$ cat src/rtl/time_counter_12hr.sv
// Timekeeping core for the seven-segment clock.
// Holds 12-hour BCD hours/minutes with AM/PM and an internal seconds count.
// The seconds count advances on a 1 Hz tick divided down from the system clock.
// Two debounced push-buttons step the hours and the minutes.

// Button conditioner: a 2-FF synchroniser followed by a debouncer.
// set_pulse is high for one cycle when the accepted level rises.
module time_counter_12hr_debounce #(
  parameter int DEBOUNCE_CYCLES = 1_000_000
) (
  input  logic clk_100MHz,
  input  logic reset_n,
  input  logic btn_raw,
  output logic set_pulse
);

  localparam int CW = (DEBOUNCE_CYCLES > 1) ? $clog2(DEBOUNCE_CYCLES) : 1;
  localparam logic [CW-1:0] CNT_LAST = CW'(DEBOUNCE_CYCLES - 1);

  logic          sync_q1;
  logic          sync_q2;
  logic          accepted_q;
  logic [CW-1:0] cnt_q;

  // Bring the asynchronous button level into the clock domain.
  always_ff @(posedge clk_100MHz or negedge reset_n) begin
    if (!reset_n) begin
      sync_q1 <= 1'b0;
      sync_q2 <= 1'b0;
    end else begin
      // NOTE: sequential state always uses non-blocking assignments, so every
      // flop samples the values from before the edge and stage order does not matter.
      sync_q1 <= btn_raw;
      sync_q2 <= sync_q1;
    end
  end

  // Accept a new level only after it has persisted for DEBOUNCE_CYCLES cycles.
  always_ff @(posedge clk_100MHz or negedge reset_n) begin
    if (!reset_n) begin
      accepted_q <= 1'b0;
      cnt_q      <= '0;
      set_pulse  <= 1'b0;
    end else begin
      set_pulse <= 1'b0;
      if (sync_q2 == accepted_q) begin
        cnt_q <= '0;
      end else if (cnt_q == CNT_LAST) begin
        accepted_q <= sync_q2;
        cnt_q      <= '0;
        // Only a press produces a pulse. A release is accepted silently.
        set_pulse  <= sync_q2;
      end else begin
        cnt_q <= cnt_q + CW'(1);
      end
    end
  end

endmodule

// Top level: prescaler, time registers and the two button conditioners.
module time_counter_12hr #(
  parameter int CLK_HZ          = 100_000_000,
  parameter int DEBOUNCE_CYCLES = 1_000_000
) (
  input  logic       clk_100MHz,
  input  logic       reset_n,
  input  logic       btn_hrs,
  input  logic       btn_mins,
  output logic [2:0] hrs_tens,
  output logic [3:0] hrs_ones,
  output logic [2:0] mins_tens,
  output logic [3:0] mins_ones,
  output logic       pm,
  output logic       sec_tick
);

  localparam int PW = (CLK_HZ > 1) ? $clog2(CLK_HZ) : 1;
  localparam logic [PW-1:0] PRESC_LAST = PW'(CLK_HZ - 1);

  typedef struct packed {
    logic [2:0] tens;
    logic [3:0] ones;
    logic       pm;
  } hours_t;

  typedef struct packed {
    logic [2:0] tens;
    logic [3:0] ones;
  } minutes_t;

  localparam hours_t   HOURS_RESET = '{tens: 3'd1, ones: 4'd2, pm: 1'b0};
  localparam minutes_t MINS_RESET  = '{tens: 3'd0, ones: 4'd0};

  logic [PW-1:0] presc_q;
  logic [5:0]    secs_q;
  logic [5:0]    secs_d;
  hours_t        hours_q;
  hours_t        hours_d;
  minutes_t      mins_q;
  minutes_t      mins_d;
  logic          tick;
  logic          hrs_set;
  logic          mins_set;
  logic          mins_wrap;

  // Advance the hours along 12, 01 .. 11, 12. PM flips on the 11 -> 12 step.
  function automatic hours_t next_hours(input hours_t cur);
    hours_t nxt;
    nxt = cur;
    if (cur.tens == 3'd1 && cur.ones == 4'd2) begin
      nxt.tens = 3'd0;
      nxt.ones = 4'd1;
    end else if (cur.tens == 3'd1 && cur.ones == 4'd1) begin
      nxt.ones = 4'd2;
      nxt.pm   = ~cur.pm;
    end else if (cur.ones == 4'd9) begin
      nxt.tens = 3'd1;
      nxt.ones = 4'd0;
    end else begin
      nxt.ones = cur.ones + 4'd1;
    end
    return nxt;
  endfunction

  // Advance the minutes along 00 .. 59, 00. The caller decides on any carry.
  function automatic minutes_t next_minutes(input minutes_t cur);
    minutes_t nxt;
    nxt = cur;
    if (cur.ones == 4'd9) begin
      nxt.ones = 4'd0;
      nxt.tens = (cur.tens == 3'd5) ? 3'd0 : cur.tens + 3'd1;
    end else begin
      nxt.ones = cur.ones + 4'd1;
    end
    return nxt;
  endfunction

  time_counter_12hr_debounce #(
    .DEBOUNCE_CYCLES(DEBOUNCE_CYCLES)
  ) u_deb_hrs (
    .clk_100MHz(clk_100MHz),
    .reset_n   (reset_n),
    .btn_raw   (btn_hrs),
    .set_pulse (hrs_set)
  );

  time_counter_12hr_debounce #(
    .DEBOUNCE_CYCLES(DEBOUNCE_CYCLES)
  ) u_deb_mins (
    .clk_100MHz(clk_100MHz),
    .reset_n   (reset_n),
    .btn_raw   (btn_mins),
    .set_pulse (mins_set)
  );

  assign tick      = (presc_q == PRESC_LAST);
  assign mins_wrap = (mins_q.tens == 3'd5) && (mins_q.ones == 4'd9);

  // Divide the clock to the 1 Hz tick. A minutes set restarts the second.
  always_ff @(posedge clk_100MHz or negedge reset_n) begin
    if (!reset_n) begin
      presc_q  <= '0;
      sec_tick <= 1'b0;
    end else begin
      sec_tick <= tick;
      if (tick || mins_set) begin
        presc_q <= '0;
      end else begin
        presc_q <= presc_q + PW'(1);
      end
    end
  end

  // Next time value. Any set pulse takes priority and drops that tick's update.
  always_comb begin
    // NOTE: every signal driven here gets a default first, so no path
    // can leave it unassigned and infer a latch.
    secs_d  = secs_q;
    mins_d  = mins_q;
    hours_d = hours_q;
    if (hrs_set || mins_set) begin
      if (hrs_set) begin
        hours_d = next_hours(hours_q);
      end
      if (mins_set) begin
        mins_d = next_minutes(mins_q);
        secs_d = 6'd0;
      end
    end else if (tick) begin
      if (secs_q == 6'd59) begin
        secs_d = 6'd0;
        mins_d = next_minutes(mins_q);
        if (mins_wrap) begin
          hours_d = next_hours(hours_q);
        end
      end else begin
        secs_d = secs_q + 6'd1;
      end
    end
  end

  // Time registers, cleared to 12:00:00 AM.
  always_ff @(posedge clk_100MHz or negedge reset_n) begin
    if (!reset_n) begin
      secs_q  <= 6'd0;
      mins_q  <= MINS_RESET;
      hours_q <= HOURS_RESET;
    end else begin
      secs_q  <= secs_d;
      mins_q  <= mins_d;
      hours_q <= hours_d;
    end
  end

  assign hrs_tens  = hours_q.tens;
  assign hrs_ones  = hours_q.ones;
  assign pm        = hours_q.pm;
  assign mins_tens = mins_q.tens;
  assign mins_ones = mins_q.ones;

endmodule

$ cat config.mk
export PLATFORM = sky130hd
export DESIGN_NAME = time_counter_12hr
export DESIGN_NICKNAME = d
export VERILOG_FILES = /design/src/rtl/time_counter_12hr.sv
export SDC_FILE = /design/constraint.sdc
export NUM_CORES = 1
export LEC_CHECK = 0
export BUFFER_PORTS_ARGS = -buffer_cell sky130_fd_sc_hd__buf_2
export CORE_ASPECT_RATIO = 0.75
export CORE_MARGIN = 2
export CORE_UTILIZATION = 50
export CTS_CLUSTER_SIZE = 30
export DETAILED_ROUTE_END_ITERATION = 7
export PLACE_DENSITY = 0.67
export SLEW_MARGIN = 20
export SYNTH_ARGS = -nofsm -noshare
export SYNTH_HDL_FRONTEND = slang
export SYNTH_HIERARCHICAL = 1
export SYNTH_SLANG_ARGS = --single-unit
export TNS_END_PERCENT = 1
$ cat constraint.sdc
create_clock -name clk_100MHz -period 3.4 [get_ports clk_100MHz]
set_input_delay 0.34 -clock clk_100MHz [delete_from_list [all_inputs] [get_ports clk_100MHz]]
set_output_delay 0.34 -clock clk_100MHz [all_outputs]
set_load 0.01 [all_outputs]
# After elaboration in Yosys (flattened, before gate mapping)
# Cells that the tools add are included.
dict set report classes {
  n_eq_ne 14
  n_addsub 7
  mux 32
  n_bitwise 3
  n_reduce_logical 13
}
# operator count
set op_table {}
lappend op_table {{two-way mux 20 bit} 4}
lappend op_table {{adder 20 x 1 -> 20 bit (second input constant)} 2}
lappend op_table {{equality test 20 bit (second input constant)} 2}
lappend op_table {{two-way mux 8 bit} 5}
lappend op_table {{two-way mux 7 bit} 5}
lappend op_table {{adder 27 x 1 -> 27 bit (second input constant)} 1}
lappend op_table {{equality test 27 bit (second input constant)} 1}
lappend op_table {{two-way mux 27 bit} 1}
lappend op_table {{two-way mux 6 bit} 4}
lappend op_table {{two-way mux 3 bit} 4}
lappend op_table {{two-way mux 4 bit} 3}
lappend op_table {{adder 4 x 1 -> 4 bit (second input constant)} 2}
lappend op_table {{equality test 4 bit (second input constant)} 2}
lappend op_table {{adder 6 x 1 -> 6 bit (second input constant)} 1}
lappend op_table {{equality test 6 bit (second input constant)} 1}
lappend op_table {{two-way mux 1 bit} 6}
lappend op_table {{AND reduction 2 bit} 3}
lappend op_table {{nonzero test 2 bit} 3}
lappend op_table {{equality test 4 x 1 -> 1 bit (second input constant)} 1}
lappend op_table {{equality test 4 x 2 -> 1 bit (second input constant)} 1}
lappend op_table {{inequality test 2 x 1 -> 1 bit (second input constant)} 2}
lappend op_table {{AND reduction 4 bit} 1}
lappend op_table {{adder 3 x 1 -> 3 bit (second input constant)} 1}
lappend op_table {{equality test 3 x 1 -> 1 bit (second input constant)} 1}
lappend op_table {{other kinds (6)} 12}
dict set report totals {
  regBits 97
  input_bits 4
}

# Logic depth before layout (Yosys ltp)
dict set report depth {
  ltp_word 8
  mapped_depth 9
  ltp_nobuf 6
}

# Hierarchy
# Netlist, hierarchy kept.
# module instances area_each_um2 cells_each seq_area_each_um2
set modules_own_cells {}
lappend modules_own_cells {time_counter_12hr 1 2439.8 246 1178.6}
lappend modules_own_cells {time_counter_12hr_debounce 2 1136.1 116 600.6}

# Worst setup path before layout
# OpenSTA, ideal clock, no wires.
dict set report synth_path {
  kind {reg2reg}
  from {reg presc_q[0]}
  to {reg mins_q (netlist bit mins_ones[3])}
  stages_incl_launch_ff 8
  setup_time_ps 126
  path_slack_ps 1264
  n_path_buf 1
  synth_period_minus_slack_ps 2136
  arrival_ps 2010
  cell_sequence {dfrtp_1 ha_1 nand3_1 or4_1 buf_4 o31ai_4 o21ai_1 a221o_1}
}
dict set report synth_between {
  elab_chain_cells 3
}
# element line_no
set synth_lines {}
lappend synth_lines {{start, declared} 95} ;# logic [PW-1:0] presc_q;
lappend synth_lines {{start signal, assigned} 170} ;# presc_q <= presc_q + PW'(1);
lappend synth_lines {{equality test 27 bit} 157} ;# assign tick = (presc_q == PRESC_LAST);
lappend synth_lines {{nonzero test 2 bit (no source line)} n/a}
lappend synth_lines {{AND reduction 3 bit (no source line)} n/a}
lappend synth_lines {{end signal, assigned} 211} ;# mins_q <= mins_d;
lappend synth_lines {{end, declared} 100} ;# minutes_t mins_q;
# Every way passes these cells.
# A chain may end at the register's enable or synchronous reset.

# Worst setup path after layout
dict set report layout_path {
  from {reg presc_q[0]}
  to {reg secs_q[4]}
}
dict set report layout_between {
  elab_chain_cells 3
}
# element line_no
set layout_lines {}
lappend layout_lines {{equality test 27 bit} 157}
lappend layout_lines {{nonzero test 2 bit (no source line)} n/a}
lappend layout_lines {{AND reduction 2 bit (no source line)} n/a}
lappend layout_lines {{end signal, assigned} 210} ;# secs_q <= secs_d;
lappend layout_lines {{end, declared} 96} ;# logic [5:0] secs_q;
# Every way passes these cells.

==> results by group <==
Status
  • Status: completed

Routing
  • Total number of vias: approximately 3400
  • DR iter-0 viols: between 300 and 400
  • Vias per cell: 5.51
  • Met1 wire length: between 4 and 5 mm
  • Drt wl/cell: 14.1 um
  • Met2 WL: 3.67 mm
  • Drt pass-1 iters: 4
  • Max Used Layer: met4
  • Routed WL: between 8 and 9 mm
  • DRC errors left: 0
  • Metal3 WL: about 380 um
  • Post-route ant nets: 0

GRT
  • GR Util All Layers: between 10% and 20%
  • First-pass GRT wire length: 15.2 mm
  • Initial antenna violation count: 0
  • Largest net degree at the start of global routing: 64
  • Total grt overflow: 0
  • Number of global-route vias before repair: approximately 3200

Finish
  • Antenna cells: 0
  • Multi-input logic area: 2170 sq um
  • FF+latch area: approximately 2400 sq um
  • Final Cell Area: roughly 5200 sq um
  • Finished Core Util: a little under three fifths
  • FILL cells: ~840
  • Nets: ~500
  • Area growth from synthesis to layout: 9.96%
  • Share of cells above drive strength 1: about an eighth

Clock tree
  • Post-CTS setup repair buffer count: 0
  • CTS H-tree depth: 3
  • Clock sink count: between 90 and 100
  • Clock slew at reported path FFs: around 0.070 ns
  • CTS root buf: clkbuf_16
  • # resized after CTS: 0
  • Hold-fix buffers at CTS: 0
  • CTS tree: done
  • CTS Buf Count: 9
  • Clock Tree Buf Depth: 2
  • Clk_lat worst skew: around 0.34 ns

Placement
  • Post-place setup slack: between 0.9 and 1 ns
  • HPWL after DPL: slightly below 6 mm
  • Dpl cell area: approximately 5000 sq um
  • Port Buffers: 17
  • RD Place Congestion: between 0.7 and 0.8

Floorplanning
  • Full die area: 10200 sq um
  • Die X: approximately 120 um
  • Die height: between 80 and 90 um
  • Initial core utilization: about half
  • CORE AREA: about 9000 sq um
  • Io pins: 20
  • Row Count: 30

Timing
  • RSZ-0062 raised after global routing: false
  • Worst rel slew slack: 36.0%
  • Worst hold margin: just over 0.05 ns
  • Post-route setup slack: 0.820 ns
  • Final setup violation count: 0
  • Final Hold Fails: 0
  • Minimum clock period: 2.58 ns
  • Setup TNS: 0 ns
  • F_max: 388 MHz
  • Clock Skews: approximately 0.0066 ns
  • Worst-margin pin slew: 0.952 ns
  • Fin crit share: between 70 and 80%
  • Slew Viols, Final: 0

Worst setup path
  • CP delay by family, top: simple AND/OR/NAND/NOR gates
  • Crit path cell chain: ha_1 > nand3_1 > or4_1 > nor3_2 > o2111a_1 > o21ai_0
  • Critical path type: reg2reg
  • Buf/Inv on CP: 0
  • Setup crit start kind: flip-flop
  • Worst EP required: between 3 and 4 ns
  • Slowest CP cell: or4_1
  • Crit path largest cell delay: about 0.73 ns
  • Crit path max fanout: 11
  • CP Capture Type: flip-flop
  • Critical path arrival: roughly 2.8 ns

Synthesis
  • Avg Cell Area, Syn: 9.86 sq um
  • Sequential element share of the synthesized area: between 50 and 60%
  • Synth Instances: between 400 and 500
  • Most used flip-flop cell after synthesis: dfrtp_1
  • Synth Cell Area: 4710 sq um
  • EDFF count, synth: 0
  • Yosys Warn Count: 6
  • Register bit count reported by yosys: 95
  • FFs w/ async S/R, synth: 100%
  • Netlist cell types: 52

Power
  • Power per cell area: 423 nW/um^2
  • Leak: 2.20 nW
  • Peak VDD IR: about 0.00023 V

Hold path
  • Worst hold path class: in2async

Run
  • Max-cap violations: 0
-- worst reg2reg max path: stages (launching register included) --
cell	delay [ns]
dfrtp_1	0.37
ha_1	0.23
nand3_1	0.18
or4_1	0.73
nor3_2	0.57
o2111a_1	0.29
o21ai_0	0.09
-- Yosys cell counts (3+ instances only) --
cell,count,area [sq um]
o31ai_1,6,45.0
or4_1,11,82.6
nor2_1,69,259
nand3_1,32,160
or3_1,5,31.3
nand4_1,13,81.3
dfrtp_1,93,2330
inv_1,18,67.6
xnor2_1,24,210
nor3_1,10,50.1
and3_1,7,43.8
or3_2,6,45.0
nor4_1,8,50.1
buf_2,3,15.0
nor4bb_1,4,40.0
mux2_2,5,56.3
clkbuf_1,11,41.3
or2_2,3,18.8
ha_1,4,50.1
nand4b_1,4,35.0
o2bb2ai_1,3,26.3
a21oi_1,21,105
nand2_1,28,105
buf_4,6,45.0
o21ai_0,18,90.1
xor2_1,27,236
and2_1,3,18.8
-- metal layers --
| layer | up-vias | track usage [%] |
|---|---|---|
| met5 | - | 0 |
| met4 | 0 | 6.17 |
| met3 | 9 | 4.98 |
| met2 | 73 | 27.5 |
| met1 | 1657 | 28.2 |
| li1 | 1696 | - |
-- area by class of cell --
| type | count | area share (%) |
|---|---|---|
| multi-input combinational | 346 | 41.8 |
| timing repair buffer | 21 | 2.27 |
| clock buffer | 10 | 4.42 |
| clock inverter | 5 | 1.16 |
| inverter | 18 | 1.30 |
| tap | 128 | 3.09 |
| sequential | 95 | 45.9 |
-- worst paths after layout --
check	slack [ns]	endpoint	from	cells after the start
min in group clk_100MHz	0.11	u_deb_hrs/sync_q1	btn_hrs	1
worst min-delay path	0.05	secs_q[2]	reset_n	1
worst min register to register	0.35	u_deb_mins/sync_q2	u_deb_mins/sync_q1	0
max in group asynchronous	2.58	sec_tick	reset_n	2
worst max-delay path	0.82	secs_q[4]	presc_q[0]	6
worst max register to register	0.82	secs_q[4]	presc_q[0]	6
-- report_power, final --
part | internal, mW | leakage, nW | switching, mW | total, mW
logic | 0.0108 | 0.774 | 0.0364 | 0.0472
clock network | 0.569 | 0.139 | 0.426 | 0.995
registers | 1.14 | 1.29 | 0.00862 | 1.15
total | 1.72 | 2.20 | 0.471 | 2.19
-- layout by cell type, fill, tap and decap left out, drive strengths merged, types with 7 or more instances in the layout --
cell | netlist | final
xnor2 | 24 | 24
and3 | 9 | 9
nor2 | 69 | 69
or4 | 11 | 11
nand4 | 14 | 14
buf | 9 | 21
dfrtp | 93 | 93
nor3 | 12 | 12
clkbuf | 11 | 10
nand3 | 34 | 34
o21ai | 19 | 19
nor4 | 8 | 8
inv | 18 | 19
a21oi | 21 | 21
nand2 | 28 | 28
xor2 | 27 | 27
or3 | 11 | 11
o31ai | 7 | 7
-- cell families (layout without fill, tap and decap cells) --
kind of cell | after synthesis | after routing | share of synthesized area [%]
buf+inv | 38 | 54 | 3.58
flops | 95 | 95 | 50.5
fa+ha+maj | 4 | 4 | 1.06
other cells | 1 | 2 | 0.0796
mux | 6 | 6 | 1.41
compound gates | 59 | 59 | 8.31
simple gates | 224 | 224 | 25.6
xor+xnor | 51 | 51 | 9.48
-- state kept, by name (all words and copies together) (netlist names) --
name,flops
hrs_ones,4
hrs_tens,1
mins_ones,4
mins_tens,3
pm,1
presc_q,27
sec_tick,1
secs_q,6
u_deb_hrs/accepted_q,1
u_deb_hrs/cnt_q,20
u_deb_hrs/set_pulse,1
u_deb_hrs/sync_q1,1
u_deb_hrs/sync_q2,1
u_deb_mins/accepted_q,1
u_deb_mins/cnt_q,20
u_deb_mins/set_pulse,1
u_deb_mins/sync_q1,1
u_deb_mins/sync_q2,1
-- through the flow --
step           total power, mW  instances
3_5_place_dp              1.22        608
6_report                  2.19        623
2_1_floorplan             1.19        479
3_3_place_gp              1.22        608
4_1_cts                   2.22        623
5_1_grt                   2.28        623
Power figures use the tool's default switching activity.
